--- config.mk ---
export PLATFORM = sky130hd
export DESIGN_NAME = audio_codec
export DESIGN_NICKNAME = d
export VERILOG_FILES = /design/src/rtl/audio_codec_pkg.sv /design/src/rtl/audio_codec_i2s_shift.sv /design/src/rtl/audio_codec.sv
export SDC_FILE = /design/constraint.sdc
export NUM_CORES = 1
export LEC_CHECK = 0
export CAP_MARGIN = 20
export CORE_MARGIN = 4
export CORE_UTILIZATION = 46
export DETAILED_ROUTE_END_ITERATION = 8
export PLACE_DENSITY = 0.84
export SYNTH_ARGS = -nofsm -noshare
export SYNTH_HDL_FRONTEND = slang
export SYNTH_SLANG_ARGS = --single-unit
--- constraint.sdc ---
create_clock -name clk -period 3.6 [get_ports clk]
set_clock_uncertainty 0.1 [all_clocks]
set_input_delay 0.72 -clock clk [delete_from_list [all_inputs] [get_ports clk]]
set_output_delay 0.72 -clock clk [all_outputs]
set_load 0.005 [all_outputs]
--- src/rtl/audio_codec_pkg.sv ---
// Shared constants for the I2S codec master: frame geometry, the bit
// positions inside a 32-bit slot, and the clk phases inside one BCLK.
package audio_codec_pkg;

  localparam int DATA_W      = 24;
  localparam int SLOT_BITS   = 32;
  localparam int FRAME_CNT_W = 9;
  localparam int BIT_POS_W   = $clog2(SLOT_BITS);
  localparam int PH_W        = 3;

  // Bit positions within a slot (b = cnt[7:3]); b=0 is the I2S delay bit.
  localparam logic [BIT_POS_W-1:0] BIT_FIRST     = 5'd1;
  localparam logic [BIT_POS_W-1:0] BIT_LAST      = 5'd24;
  localparam logic [BIT_POS_W-1:0] BIT_ADC_LATCH = 5'd25;

  // clk phase within one BCLK period (cnt[2:0]).
  localparam logic [PH_W-1:0] PH_BCLK_FALL = 3'd0;
  localparam logic [PH_W-1:0] PH_BCLK_RISE = 3'd4;
  localparam logic [PH_W-1:0] PH_ADC_WRITE = 3'd5;

  // True for slot positions that carry a sample bit.
  function automatic logic in_data_window(input logic [BIT_POS_W-1:0] b);
    return (b >= BIT_FIRST) && (b <= BIT_LAST);
  endfunction

endpackage

--- src/rtl/audio_codec_i2s_shift.sv ---
// Parallel-load, MSB-first shift register. Serves as the DAC serialiser
// (load a word, read the top bit) and as the ADC deserialiser (shift in).
module audio_codec_i2s_shift #(
  parameter int W = 24
) (
  input  logic         clk,
  input  logic         rst,
  input  logic         load_i,
  input  logic [W-1:0] load_val_i,
  input  logic         shift_i,
  input  logic         ser_i,
  output logic [W-1:0] par_o
);

  logic [W-1:0] shreg_q;

  // Load has priority; a shift moves every bit one place toward the MSB.
  always_ff @(posedge clk or posedge rst) begin
    if (rst) begin
      shreg_q <= '0;
    end else if (load_i) begin
      shreg_q <= load_val_i;
    end else if (shift_i) begin
      shreg_q <= {shreg_q[W-2:0], ser_i};
    end
  end

  assign par_o = shreg_q;

endmodule

--- src/rtl/audio_codec.sv ---
// I2S master for an AK4556-class stereo codec. A free-running 9-bit
// counter yields MCLK/BCLK/LRCK directly from register bits; slot and bit
// position decode from the same counter drive the DAC/ADC shifters.
// Strobes are decoded from the next counter value so every registered
// output changes on the same clk edge as the BCLK transition it belongs to.
module audio_codec #(
  parameter int DATA_W    = audio_codec_pkg::DATA_W,
  parameter int PDN_DELAY = 1024
) (
  input  logic              clk,
  input  logic              rst,
  input  logic [DATA_W-1:0] LCH_DAC,
  input  logic [DATA_W-1:0] RCH_DAC,
  output logic [DATA_W-1:0] LCH_ADC,
  output logic [DATA_W-1:0] RCH_ADC,
  input  logic              SDTI,
  output logic              SDTO,
  output logic              PDN,
  output logic              LRCK,
  output logic              BCLK,
  output logic              MCLK
);
  import audio_codec_pkg::*;

  localparam int PDN_W = $clog2(PDN_DELAY + 1);

  logic [FRAME_CNT_W-1:0] cnt_q, cnt_d;
  logic [PDN_W-1:0]       pdn_cnt_q;
  logic                   pdn_q;
  logic                   sdto_q, sdto_d;
  logic [DATA_W-1:0]      lch_adc_q, rch_adc_q;

  logic                   slot_d;
  logic [BIT_POS_W-1:0]   bit_d;
  logic [PH_W-1:0]        ph_d;

  logic                   dac_load, dac_shift, adc_shift, adc_write;
  logic [DATA_W-1:0]      dac_word, dac_par, adc_par;

  assign cnt_d  = cnt_q + FRAME_CNT_W'(1);
  assign slot_d = cnt_d[FRAME_CNT_W-1];
  assign bit_d  = cnt_d[FRAME_CNT_W-2:PH_W];
  assign ph_d   = cnt_d[PH_W-1:0];

  // The DAC word is sampled while the counter sits at slot position 0, so
  // the very first left slot after reset release is loaded as well.
  assign dac_load  = (cnt_q[FRAME_CNT_W-2:0] == '0);
  assign dac_word  = cnt_q[FRAME_CNT_W-1] ? RCH_DAC : LCH_DAC;
  assign dac_shift = (ph_d == PH_BCLK_FALL) && in_data_window(bit_d);
  assign sdto_d    = in_data_window(bit_d) ? dac_par[DATA_W-1] : 1'b0;

  assign adc_shift = (ph_d == PH_BCLK_RISE) && in_data_window(bit_d);
  assign adc_write = (ph_d == PH_ADC_WRITE) && (bit_d == BIT_ADC_LATCH);

  audio_codec_i2s_shift #(.W(DATA_W)) u_dac_shift (
    .clk        (clk),
    .rst        (rst),
    .load_i     (dac_load),
    .load_val_i (dac_word),
    .shift_i    (dac_shift),
    .ser_i      (1'b0),
    .par_o      (dac_par)
  );

  audio_codec_i2s_shift #(.W(DATA_W)) u_adc_shift (
    .clk        (clk),
    .rst        (rst),
    .load_i     (1'b0),
    .load_val_i ({DATA_W{1'b0}}),
    .shift_i    (adc_shift),
    .ser_i      (SDTI),
    .par_o      (adc_par)
  );

  // Free-running frame counter; all pin clocks are bits of it.
  always_ff @(posedge clk or posedge rst) begin
    if (rst) begin
      cnt_q <= '0;
    end else begin
      cnt_q <= cnt_d;
    end
  end

  // Codec power-down release after a fixed number of clk cycles.
  always_ff @(posedge clk or posedge rst) begin
    if (rst) begin
      pdn_cnt_q <= '0;
      pdn_q     <= 1'b0;
    end else if (!pdn_q) begin
      pdn_cnt_q <= pdn_cnt_q + PDN_W'(1);
      if (pdn_cnt_q == PDN_W'(PDN_DELAY - 1)) begin
        pdn_q <= 1'b1;
      end
    end
  end

  // SDTO only moves together with the falling edge of BCLK.
  always_ff @(posedge clk or posedge rst) begin
    if (rst) begin
      sdto_q <= 1'b0;
    end else if (ph_d == PH_BCLK_FALL) begin
      sdto_q <= sdto_d;
    end
  end

  // Publish the deserialised word into the channel of the current slot.
  always_ff @(posedge clk or posedge rst) begin
    if (rst) begin
      lch_adc_q <= '0;
      rch_adc_q <= '0;
    end else if (adc_write) begin
      if (slot_d) begin
        rch_adc_q <= adc_par;
      end else begin
        lch_adc_q <= adc_par;
      end
    end
  end

  assign MCLK    = cnt_q[0];
  assign BCLK    = cnt_q[PH_W-1];
  assign LRCK    = cnt_q[FRAME_CNT_W-1];
  assign SDTO    = sdto_q;
  assign PDN     = pdn_q;
  assign LCH_ADC = lch_adc_q;
  assign RCH_ADC = rch_adc_q;

endmodule

==> flow_summary.ini <==
[run_status]
status = complete, no violations

[yosys]
synth-simple-area-share_pct = 7.95
synth_xor_area_share_pct = 2.55
synth-seq-area-share_pct = 57.4
synth_top_family_by_area = multiplexers
yosysWarnings = 0
synthMuxAreaShare_pct = 22.5
synthAdderAreaFrac_pct = 1.22
async_flop_share_pct = 100
avgSynthCellArea_um2 = 13.3
synthTopCellsByArea = dfrtp_1, mux2_2, mux2_4
synthCells = 386
synth_edf_count = 0
syn-cell-area_um2 = 5150
yosysUniqueCellTypes = 34
synth.top_cell.area_share_pct = 57.4
synth_top_area_cell = dfrtp_1
ys_ff_latch = 118
synth_compound_area_share_pct = 5.20
synth_ff_type = dfrtp_1
syn-num-nets = 442

[clocking]
cts-root-buf = clkbuf_8
clock_latency_ps = 490
cts_inserted_buffers = 17
ctsResizeCount = 0
clkTransAtPathRegs_ps = 60
holdBufCountCts = 0
cts_buffer_depth = 2
cts.sinks = 118
htree_levels = 4
postCtsSetupBuffers = 0
cts_tree = built

[timing]
period_minus_slack_ps = 2980
slew_headroom_pct = 51.0
post-route-period-util_pct = 82.9
max_clock_freq_mhz = 335
finalHoldWorstSlack_ps = 375
setup_viol = 0
finalSetupTns_ps = 0
rsz0062_at_grt = false
finalHoldViolations = 0
worst_pin_slew_ps = 735
slew_violations = 0

[die]
die_area_um2 = 12900
fp.dieW_um = 114
ioPinCount = 104
rows = 38
core_um2 = 10900
dieHeight_um = 114
start_util_pct = 47.3

[worst_setup_path]
max_stage_delay_ps = 710
crit_arrival_ps = 3260
cp_num_buf_inv = 0
worstSetupPathType = register to register
end_kind = register
path_cells = ha_1 -> nand2_1 -> nor3_1 -> or2_1 -> mux2i_1 -> and3_2 -> mux2_2
worstPathRequired_ps = 3870
crit_fanout = 24
startpoint_type = register
crit_slowest_cell = and3_2
regToRegSetupSlack_ps = 620
cp_top_family = simple AND/OR/NAND/NOR gates

[route]
drtIter0Drc = 244
routed_wl_mm = 9.84
dr.pass1.iters = 4
route.detailed.drc = 0
routedWlPerCell_um = 15.3
vias = 3344
viasPerCell = 5.19
ant_nets = 0

[final_layout]
areaGrowthSynthToFinish_pct = 33.2
most-common-layout-cells = dfrtp_1, clkdlybuf4s50_1, nand2_1, mux2_2, mux2i_1
diodes = 0
final_util_pct = 63.0
layout_commonest_cell = dfrtp_1
regArea_um2 = 2950
fin_nets = 547
fin_area_um2 = 6850
n_fill_cell = 826
multiInputGateArea_um2 = 2040
drive_gt1_share_pct = 23.4

[power]
power.leakage_nw = 3.05
power_density_nw_per_um2 = 449
irDropWorstVdd_mv = 0.281

[global_routing]
gr-total-overflow = 0
grt_max_degree = 119
grt_pass1_wl_mm = 16.7
first_global_vias = 3525
grtUsageTotal_pct = 15.9
antenna_found_initial = 0

[placed_design]
dpl_cell_area_um2 = 6280
port_buffers = 103
routabilityCongestion = 0.830
hpwl_mm = 6.72

[worst_hold_path]
hp-class = register to register

[run]
maxCapViolCount = 0
## per-stage QoR
step	total power, mW	setup slack (ps)	std cells
6_report	3.08	615	644
5_1_grt	3.20	454	644
4_1_cts	3.12	645	644
3_5_place_dp	1.49	672	612
3_3_place_gp	1.48	822	612
2_1_floorplan	1.41	1180	386
## routing by layer
metal,global-route usage [%],vias up,wire [µm]
li1,-,1594,-
met1,20.2,1666,4270
met2,27.1,79,5040
met3,4.62,5,495
met4,3.40,0,36
met5,0,-,0
## synth_stat cells, drive strengths merged, types with 5 or more instances
cell type  instances
buf               14
xor2               6
mux2i             25
nand2             56
dfrtp            118
nand3             10
mux2              74
clkbuf             9
ha                 5
xnor2              9
nor2               6
o221ai            23
inv                5
## sequential cells by signal, summed over array words and instances (netlist names)
name and flops:
LCH_ADC 24, PDN 1, RCH_ADC 24, SDTO 1, cnt_q 9, pdn_cnt_q 11
u_adc_shift.par_o 24, u_dac_shift.par_o 24
## path summary, 6_finish.rpt
| kind | start | end | cells past startpoint |
|---|---|---|---|
| min in group asynchronous | rst | pdn_cnt_q[0]$_DFFE_PP0N_ | 3 |
| worst min-delay path | pdn_cnt_q[10]$_DFFE_PP0N_ | pdn_cnt_q[10]$_DFFE_PP0N_ | 1 |
| worst max register to register | cnt_q[0]$_DFF_PP0_ | u_adc_shift.par_o[22]$_DFFE_PP0P_ | 7 |
| worst min register to register | pdn_cnt_q[10]$_DFFE_PP0N_ | pdn_cnt_q[10]$_DFFE_PP0N_ | 1 |
| max in group asynchronous | rst | SDTO$_DFFE_PP0P_ | 3 |
| worst max-delay path | cnt_q[0]$_DFF_PP0_ | u_adc_shift.par_o[22]$_DFFE_PP0P_ | 7 |
## cell type report
type | count | share of cell area (%)
repair buffers | 109 | 15.9
flip-flops and latches | 118 | 43.1
multi-input cells | 240 | 29.7
inverters | 5 | 0.329
clock inverters | 14 | 2.19
clock buffers | 18 | 6.24
well taps | 140 | 2.56
## power breakdown
part           internal, mW  switching, mW  total (mW)
Combinational        0.0663         0.0441       0.110
Sequential             1.34        0.00905        1.35
Clock                  1.01          0.612        1.62
## cell families after synthesis
| group | Yosys count |
|---|---|
| buf+inv | 28 |
| xor+xnor | 15 |
| compound gates | 32 |
| fa+ha+maj | 5 |
| mux | 99 |
| simple gates | 89 |
| flops | 118 |
(Power assumes the default switching activity.)
